**src/rtl/taxi_eth_mac_rx_stat_cnt.sv**
```systemverilog
// RX status strobe counters with atomic snapshot shadows and a valid/ready read port.
// Counting has zero stall; read response appears one cycle after accept and is held until rd_resp_ready.
module taxi_eth_mac_rx_stat_cnt #(
  parameter int CNT_W       = 32,
  parameter bit SATURATE    = 1'b1,
  parameter bit CLR_ON_SNAP = 1'b0
) (
  input  logic             rx_clk,
  input  logic             rx_rst,
  input  logic             stat_rx_pkt_good,
  input  logic             stat_rx_pkt_bad,
  input  logic             stat_rx_err_bad_fcs,
  input  logic             stat_rx_err_preamble,
  input  logic             stat_rx_err_framing,
  input  logic             stat_rx_err_oversize,
  input  logic             stat_rx_pkt_fragment,
  input  logic             clr,
  input  logic             snap,
  input  logic             rd_req_valid,
  output logic             rd_req_ready,
  input  logic [2:0]       rd_req_addr,
  output logic             rd_resp_valid,
  input  logic             rd_resp_ready,
  output logic [CNT_W-1:0] rd_resp_data
);

  localparam int NEV = 7;
  localparam logic [CNT_W-1:0] CNT_MAX = '1;

  typedef enum logic {ST_IDLE, ST_RESP} state_e;

  logic [NEV-1:0]   ev;
  logic             restart;
  logic [CNT_W-1:0] live_q   [NEV];
  logic [CNT_W-1:0] live_d   [NEV];
  logic [CNT_W-1:0] shadow_q [NEV];
  logic [CNT_W-1:0] shadow_d [NEV];
  logic [NEV-1:0]   ovf_q, ovf_d;
  state_e           state_q, state_d;
  logic [CNT_W-1:0] rdata_q, rdata_d;
  logic [CNT_W-1:0] rd_sel;

  assign ev = {stat_rx_pkt_fragment, stat_rx_err_oversize, stat_rx_err_framing,
               stat_rx_err_preamble, stat_rx_err_bad_fcs, stat_rx_pkt_bad, stat_rx_pkt_good};

  // A restart reloads the counter from the same-cycle strobe so no event is dropped.
  assign restart = clr | (snap & CLR_ON_SNAP);

  always_comb begin
    ovf_d = clr ? '0 : ovf_q;
    for (int i = 0; i < NEV; i++) begin
      live_d[i]   = live_q[i];
      shadow_d[i] = snap ? live_q[i] : shadow_q[i];
      if (restart) begin
        live_d[i] = {{(CNT_W-1){1'b0}}, ev[i]};
      end else if (ev[i]) begin
        if (live_q[i] == CNT_MAX) begin
          ovf_d[i]  = 1'b1;
          live_d[i] = SATURATE ? CNT_MAX : '0;
        end else begin
          live_d[i] = live_q[i] + 1'b1;
        end
      end
    end
  end

  always_comb begin
    rd_sel = '0;
    if (rd_req_addr == 3'd7) begin
      rd_sel = {{(CNT_W-NEV){1'b0}}, ovf_q};
    end else begin
      for (int i = 0; i < NEV; i++) begin
        if (rd_req_addr == 3'(i)) rd_sel = shadow_q[i];
      end
    end
  end

  always_comb begin
    state_d       = state_q;
    rdata_d       = rdata_q;
    rd_req_ready  = 1'b0;
    rd_resp_valid = 1'b0;
    case (state_q)
      ST_IDLE: begin
        rd_req_ready = 1'b1;
        if (rd_req_valid) begin
          rdata_d = rd_sel;
          state_d = ST_RESP;
        end
      end
      ST_RESP: begin
        rd_resp_valid = 1'b1;
        if (rd_resp_ready) state_d = ST_IDLE;
      end
      default: state_d = ST_IDLE;
    endcase
  end

  assign rd_resp_data = rdata_q;

  always_ff @(posedge rx_clk or posedge rx_rst) begin
    if (rx_rst) begin
      for (int i = 0; i < NEV; i++) begin
        live_q[i]   <= '0;
        shadow_q[i] <= '0;
      end
      ovf_q   <= '0;
      state_q <= ST_IDLE;
      rdata_q <= '0;
    end else begin
      for (int i = 0; i < NEV; i++) begin
        live_q[i]   <= live_d[i];
        shadow_q[i] <= shadow_d[i];
      end
      ovf_q   <= ovf_d;
      state_q <= state_d;
      rdata_q <= rdata_d;
    end
  end

endmodule

```
**config.mk**
```make
export PLATFORM = sky130hd
export DESIGN_NAME = taxi_eth_mac_rx_stat_cnt
export DESIGN_NICKNAME = d
export VERILOG_FILES = /design/src/rtl/taxi_eth_mac_rx_stat_cnt.sv
export SDC_FILE = /design/constraint.sdc
export NUM_CORES = 1
export LEC_CHECK = 0
export BUFFER_PORTS_ARGS = -buffer_cell sky130_fd_sc_hd__buf_2
export CAP_MARGIN = 20
export CELL_PAD_IN_SITES_DETAIL_PLACEMENT = 1
export CELL_PAD_IN_SITES_GLOBAL_PLACEMENT = 2
export CORE_MARGIN = 3
export CORE_UTILIZATION = 45
export CTS_CLUSTER_SIZE = 25
export DETAILED_ROUTE_END_ITERATION = 7
export HOLD_SLACK_MARGIN = 0.03
export PLACE_DENSITY_LB_ADDON = 0.12
export SYNTH_ARGS = -nofsm -noshare
export SYNTH_HDL_FRONTEND = slang
export SYNTH_SLANG_ARGS = --single-unit
```
**constraint.sdc**
```tcl
create_clock -name rx_clk -period 27.6 [get_ports rx_clk]
set_input_delay 5.52 -clock rx_clk [delete_from_list [all_inputs] [get_ports rx_clk]]
set_output_delay 5.52 -clock rx_clk [all_outputs]
set_load 0.05 [all_outputs]
```
### Word level (Yosys, flattened, before mapping)

Index checks and enable logic that the tools add are counted.

| storage, ports and cells | value |
|---|---|
| flip-flop bits (word level) | 488 |
| output and inout port bits | 34 |
| logic and storage cells | 104 |

| operators by class | value |
|---|---|
| add/subtract/negate cells | 7 |
| eq/ne operators | 14 |
| multiplexer cells | 56 |
| bitwise operators | 1 |
| reductions and logical operators | 9 |

Operators by type and width:

| cell | count |
|---|---|
| two-way mux 32 bit | 29 |
| adder 32 x 1 -> 32 bit (second input constant) | 7 |
| == test 32 bit (second input constant) | 7 |
| two-way mux 1 bit | 25 |
| nonzero test 2 bit | 7 |
| == test 3 bit (second input constant) | 4 |
| two-way mux 7 bit | 1 |
| == test 3 x 2 -> 1 bit (second input constant) | 2 |
| == test 3 x 1 -> 1 bit (second input constant) | 1 |
| logical NOT 3 bit | 1 |
| case mux 1 bit (2 select lines) | 1 |
| AND reduction 2 bit | 1 |
| NOT 1 bit | 1 |

### Longest topological paths before layout

Gate-level depths: netlist of the first run.

| logic depth | value |
|---|---|
| depth in word-level cells | 9 |
| gate-level depth with buffers | 8 |
| gate-level depth less buffers | 6 |

### Least setup slack after synthesis of the first run

No wires, ideal clock.

| path | value |
|---|---|
| kind | in2reg |
| start point | input port rd_req_addr[0] |
| end point | register rdata_q[13] (netlist: rd_resp_data[13]) |
| library setup time | 0.095 ns |
| data arrival time | 7.039 ns |
| data required time | 27.505 ns |
| slack | 20.466 ns |
| stages | 6 |
| path through | clkbuf_1 clkbuf_1 clkbuf_1 mux2i_1 a21boi_0 o31ai_1 |

| between the ends | value |
|---|---|
| word-level cells in the longest chain between the ends | 9 |
| elaborated cells between the ends (all ways) | 16 |

Ends and longest elaborated chain:

| what | line | text |
|---|---|---|
| from (decl) | 21 | `input logic [2:0] rd_req_addr,` |
| logical NOT 3 bit | 73 | `if (rd_req_addr == 3'(i)) rd_sel = shadow_q[i];` |
| two-way mux 32 bit (7 in series) | 73 |  |
| two-way mux 32 bit (*) | 69 | `if (rd_req_addr == 3'd7) begin` |
| to (signal assigned) | 117 | `rdata_q <= rdata_d;` |
| to (decl) | 40 | `logic [CNT_W-1:0] rdata_q, rdata_d;` |

Mark *: on every way between the ends. The rest lies on a longest branch, timed or not.
A chain may end at the register's enable or synchronous reset.

==> results of run 1 <==
path summary, 6_finish.rpt:
kind                           startpoint                to  depth (start not counted)  slack [ns]
max                                rx_rst     shadow_q[166]                          4       20.20
min                         shadow_q[155]     shadow_q[155]                          1        0.51
max reg2reg                    live_q[54]        live_q[57]                          5       24.78
min reg2reg                 shadow_q[155]     shadow_q[155]                          1        0.51
max in group rx_clk        rd_req_addr[2]  rd_resp_data[14]                          8       20.35
min in group asynchronous          rx_rst       live_q[188]                          2        5.05
state kept, by name, indices dropped and copies added (netlist names):
register and count:
live_q 224, ovf_q 7, rd_resp_data 32, shadow_q 224, state_q 1
metrics by stage:
stage / util (%) / worst slack [ns] / total power [µW] / hold slack (ns)
2_1_floorplan: - / 8.46 / 818 / 0.452
3_3_place_gp: 47.1 / 19.32 / 851 / 0.486
3_5_place_dp: 47.1 / 19.20 / 854 / 0.496
4_1_cts: 50.8 / 19.86 / 1650 / 0.509
5_1_grt: 51.0 / 19.81 / 1700 / 0.522
6_report: 51.0 / 20.20 / 1640 / 0.509
per-layer routing:
metal	track usage [%]	vias to the layer above	part of all wire (%)
met2	44.7	486	46
met5	0	-	0.016
met1	42.1	10300	47
met3	4.05	131	4.7
met4	8.85	2	3.1
li1	-	8736	-
cell type report:
| class | count | share of cell area (%) |
|---|---|---|
| clock buffers | 79 | 6.19 |
| clock inverters | 24 | 1.12 |
| inverters | 52 | 0.752 |
| multi-input cells | 1631 | 41.5 |
| flip-flops and latches | 488 | 45.3 |
| well taps | 688 | 3.19 |
| repair buffers | 76 | 1.95 |
kinds of logic after synthesis:
family	after synthesis
and+or+nand+nor	782
AOI/OAI and AO/OA	567
DFF	488
muxes	272
buffers and inverters	208
adders and majority gates	7
xor gates and xnor gates	3
synth_stat cells (all sizes together), types with 5 or more instances:
master	number
dfrtp	488
mux2	210
nor2	175
clkbuf	126
o21ai	121
nand2	117
a21oi	104
nor3	96
nand3	86
a211oi	73
and3	73
a31oi	72
mux2i	61
and4	57
nand4	57
inv	52
nor4	43
buf	30
and2	25
a311oi	24
a21boi	21
a41oi	20
o31ai	20
a22oi	19
o22ai	14
a22o	12
o221a	10
nor2b	9
or3	8
a221oi	7
a31o	7
ha	7
nor3b	7
o21a	7
or4	7
o211a	6
nand3b	5
cells in the final DEF (no fill, tap or decap), drive strengths merged, types with 73 or more instances in the layout:
master / count
nor3: 96
o21ai: 121
nor2: 175
mux2: 210
dfrtp: 488
and3: 73
buf: 76
a21oi: 104
nand3: 86
nand2: 117
a211oi: 73
clkbuf: 79
worst register-to-register path: stages (launching register included):
cell,delay [ns]
dfrtp_1,0.55
nand4_1,0.27
nor4_1,0.54
and3_1,0.94
nor3_1,0.16
a211oi_1,0.26
power by group through the flow:
stage / clock [µW] / combinational, µW / sequential, µW
floorplan: 0 / 61.0 / 757
global placement: 0 / 98.2 / 753
detailed placement: 0 / 100 / 753
CTS: 813 / 100 / 740
global route: 847 / 110 / 741
finish: 798 / 101 / 741
==> out/qor.txt, run 1 <==
Core Area: 0.0529 mm²
Hold_buf cts: 0
Synth top area cells: dfrtp_1, mux2_2, nor2_1
Placed Cells: 2,930
Clock Latency Late Sink: 0.62 ns
Num CTS Buffers: 56
Die W: 238 µm
TritonCTS clock tree: done
Iter 0 DRT Violations: 1,643
Post-synth top area share: 50.4%
Detailed Place HPWL: 57.6 mm
Starting Density: 45.8%
Die H: 238 µm
Fillers: 5,732
Slew Limit Fails: 0
Cells after Synth: 2,327
Measured slew at the worst slew-check pin: 1.09 ns
Post-Layout Cell Count: 3,038
Psw: 405 µW
Largest stage delay on the critical path: 0.86 ns
Synthesized area per cell: 10.4 µm²
Worst clock skew: 0.0181 ns
CP Class: in2async
Vias in the first global route: 19,500
DRC Markers: 0
XOR/XNOR Fraction of Synth Area: 0.109%
Post-synth top flop: dfrtp_1
CP Capture Type: asynchronous set/reset pin
Post-synthesis mux area share: 12.4%
Max_cap viols: 0
EDFF count, synth: 0
Worst EP required: 28.22 ns
Switching share of power: 24.7%
Slowest CP cell: buf_4
Share of layout cells above drive strength 1: 18.6%
FF+latch count, synth: 488
Area delta synth->final: 11.4%
Top Ports: 50
Crit path arrival time: 8.02 ns
Flop pwr share: 45.2%
RSZ-0062 raised after global routing: no
CTS root buffer: clkbuf_16
Clock share of power: 48.7%
Antenna Cells: 0
Total Routing Usage GR: 28.8%
Final period utilization: 26.8%
Hold crit path type: reg2reg
TritonRoute pass-1 iters: 5
Reg area: 0.0122 mm²
FMAX: 0.135 GHz
Final min period: 7.40 ns
Syn_nets: 2,350
Synth Warn #: 0
Largest net degree at the start of global routing: 155
WL final: 81.5 mm
I/O Buffers: 49
Final Hold Vio Count: 0
Worst slew margin: 26.5%
Global-route wire length before repair: 126 mm
CP Max Fanout: 154
Post-route cell area: 0.0270 mm²
Initial antenna violation count: 3
Vias: 19,700
Comb pwr share: 6.2%
Fraction of the mapped netlist area in adder cells: 0.362%
Top cell family by delay on the critical path: buffers and inverters
Crit-path cells: buf_2, inv_8, buf_4, buf_12
GRT overflow: 0
Seq/Total Area, Yosys: 50.4%
Row Count: 84
Clock transition at path regs: 0.06 ns
Multi-input logic area: 0.0112 mm²
Simple-gate share of the synthesized area: 17.6%
Post-synth cell types: 80
Post-CTS setup buffer count: 0
CP bufs+invs: 4
DR WL/cell: 26.8 µm
Syn Std Cell Area: 0.0242 mm²
Max clock buf depth: 3
Post-synth top area cell: dfrtp_1
Via density: 6.48
Synth Area in Compound Gates: 15.7%
Setup_tns: 0 ns
CTS sink cnt: 488
P_leak: 0.0118 µW
Power Density: 60.8 mW/mm²
Final Wtd Congestion: 0.875
DIE AREA: 0.0566 mm²
Number of nets in the layout: 2,328
Largest family of logic cells by synthesized area: simple AND/OR/NAND/NOR gates
Maximum vdd drop: 43.5 µV
Internal Power: 1240 µW
Post-CTS resize count: 0
Crit path launch type: primary input
Outcome: finished, final reports clean
H-tree depth: 2
Final setup fails: 0
DP Area: 0.0249 mm²
Final ANT Viol Nets: 0
Asr flop ratio synth: 100%
Note: power is estimated with default switching activity, not from simulation.
==> run 2: changes to the inputs <==
--- a/config.mk
+++ b/config.mk
@@ -5,12 +5,13 @@
 export SDC_FILE = /design/constraint.sdc
 export NUM_CORES = 1
 export LEC_CHECK = 0
+export ABC_AREA = 1
 export BUFFER_PORTS_ARGS = -buffer_cell sky130_fd_sc_hd__buf_2
 export CAP_MARGIN = 20
 export CELL_PAD_IN_SITES_DETAIL_PLACEMENT = 1
 export CELL_PAD_IN_SITES_GLOBAL_PLACEMENT = 2
 export CORE_MARGIN = 3
-export CORE_UTILIZATION = 45
+export CORE_UTILIZATION = 37
 export CTS_CLUSTER_SIZE = 25
 export DETAILED_ROUTE_END_ITERATION = 7
 export HOLD_SLACK_MARGIN = 0.03
==> constraint.sdc (replaced) <==
create_clock -name rx_clk -period 7.05 [get_ports rx_clk]
set_input_delay 1.41 -clock rx_clk [delete_from_list [all_inputs] [get_ports rx_clk]]
set_output_delay 1.41 -clock rx_clk [all_outputs]
set_load 0.05 [all_outputs]
==> run 2 against run 1 <==
Compared with the run above: routed wire length rose by 22%; largest power group unchanged; critical path type is now in2reg; design area is 12% higher; clock skew up 0.014 ns.
==> out/qor.txt, run 2 <==
Fillers: 9,234
Final ANT Viol Nets: 0
Iter 0 DRT Violations: 1,833
Levels on crit path: 8
Global-route wire length before repair: 156 mm
DIE AREA: 0.0764 mm²
Core Area: 0.0720 mm²
TritonCTS clock tree: done
Post-CTS setup buffer count: 0
Final period utilization: 43.8%
Largest stage delay on the critical path: 1.00 ns
DR WL/cell: 20.3 µm
Final setup fails: 0
Starting Density: 37.6%
Worst clock skew: 0.0324 ns
Crit path launch type: primary input
Placed Cells: 4,814
Top cell family by delay on the critical path: buffers and inverters
Number of nets in the layout: 3,947
Num CTS Buffers: 58
Final worst slack: 3.96 ns
CTS sink cnt: 488
Via density: 5.13
Reg area: 0.0122 mm²
Die H: 276 µm
Hold crit path type: reg2reg
CP Class: in2reg
Seq/Total Area, Yosys: 45.1%
Synth top cells by count: nand2_1, nor2_1, dfrtp_1
Fin util: 41.8%
CP bufs+invs: 3
Multi-input logic area: 0.0126 mm²
Die W: 276 µm
Syn Std Cell Area: 0.0270 mm²
Cells after Synth: 3,928
Area delta synth->final: 11.3%
Measured slew at the worst slew-check pin: 1.13 ns
Vias: 25,200
TritonRoute pass-1 iters: 5
FF+latch count, synth: 488
Post-synth top flop: dfrtp_1
CTS root buffer: clkbuf_16
WL final: 99.8 mm
Asr flop ratio synth: 100%
CP Capture Type: flop
Worst Setup SP: rd_req_addr[0]
Clock transition at path regs: 0.06 ns
Detailed Place HPWL: 74.3 mm
Final Hold Vio Count: 0
Maximum vdd drop: 188 µV
Final Power: 6770 µW
I/O Buffers: 49
Post-CTS resize count: 0
Slew Limit Fails: 0
Crit path arrival time: 3.65 ns
Post-synth cell types: 36
Post-placement setup slack: 3.44 ns
Reg2Reg Depth: 10
CP Max Fanout: 32
Share of layout cells above drive strength 1: 5.89%
Commonest non-fill, non-tap cells in the layout: nand2_1, nor2_1, dfrtp_1
FMAX: 0.324 GHz
Synth Warn #: 0
Antenna Cells: 0
Syn_nets: 3,951
Total Routing Usage GR: 25.9%
Post-synth top area share: 45.1%
Row Count: 98
Setup_tns: 0 ns
DRC Markers: 0
Vias in the first global route: 25,500
H-tree depth: 2
Post-Layout Cell Count: 4,921
GRT overflow: 0
Synth top area cells: dfrtp_1, nand2_1, nor2_1
WHS Path Cells: 2
Slowest CP cell: inv_1
Clock Latency Late Sink: 0.63 ns
EDFF count, synth: 0
Commonest non-fill, non-tap cell in the layout: nand2_1
RSZ-0062 raised after global routing: no
Final min period: 3.09 ns
Worst EP required: 7.61 ns
Power Density: 225 mW/mm²
Crit-path cells: buf_2, inv_2, nand3_2, inv_1, a21oi_1, nand4_1, nand2_1, nand2_1
Hold_sp: rd_resp_data[0]
Final Wtd Congestion: 0.882
Outcome: finished, final reports clean
Top Ports: 50
Initial antenna violation count: 4
Max clock buf depth: 3
Largest net degree at the start of global routing: 164
Cell repeated most along the worst path: nand2_1
Most common cell in the netlist: nand2_1
Crit Reg-Reg Startpoint: live_q[32]
Max_cap viols: 0
Hold_buf cts: 0
Synthesized area per cell: 6.89 µm²
Post-synth top area cell: dfrtp_1
Worst slew margin: 24.6%
P_leak: 0.0131 µW
run 2: path summary, 6_finish.rpt:
check | endpoint | slack, ns
max | rd_resp_data[0] | 3.96
min | rd_resp_data[0] | 0.48
max reg2reg | live_q[33] | 4.66
min reg2reg | rd_resp_data[0] | 0.48
max in group asynchronous | live_q[22] | 4.85
min in group asynchronous | live_q[154] | 0.87
run 2: cells by family after synthesis:
family | count (synthesis) | share of synthesized area [%]
mux | 7 | 0.291
buf+inv | 545 | 8.22
compound gates | 539 | 10.1
xor+xnor | 33 | 1.07
simple gates | 2309 | 34.9
fa+ha+maj | 7 | 0.324
flops | 488 | 45.1
run 2: area by class of cell:
type	count	area share (%)
multi-input cells	2895	42.0
flip-flops and latches	488	40.6
well taps	950	3.95
clock inverters	22	1.00
clock buffers	85	5.76
repair buffers	70	1.58
inverters	411	5.14
run 2: through the flow:
step | instance area (µm²) | hold slack (ns)
finish | 30100 | 0.482
global placement | 28100 | 0.466
floorplan | 27100 | 0.475
CTS | 30100 | 0.486
global route | 30100 | 0.509
detailed placement | 28100 | 0.467
run 2: where the power goes:
| group | leakage (µW) | switching (µW) | internal (µW) |
|---|---|---|---|
| Clock | 0.00101 | 1270 | 1950 |
| Sequential | 0.00661 | 109 | 2890 |
| Combinational | 0.00545 | 434 | 113 |
| Total | 0.0131 | 1820 | 4960 |
run 2: worst register-to-register path, stage by stage (launching register included):
cell	delay, ns
dfrtp_1	0.42
ha_1	0.29
nand2_1	0.16
nor2_4	0.07
nand2_2	0.13
nor2_2	0.06
nand2_1	0.39
buf_4	0.34
inv_1	0.14
o21ai_0	0.20
nand2_1	0.08
run 2: layer usage:
metal	track usage (%)	vias up	routed length [µm]
met5	0	-	19
met4	5.80	2	2060
met3	2.61	103	3230
met2	43.4	346	47300
met1	36.3	12500	47200
li1	-	12300	-
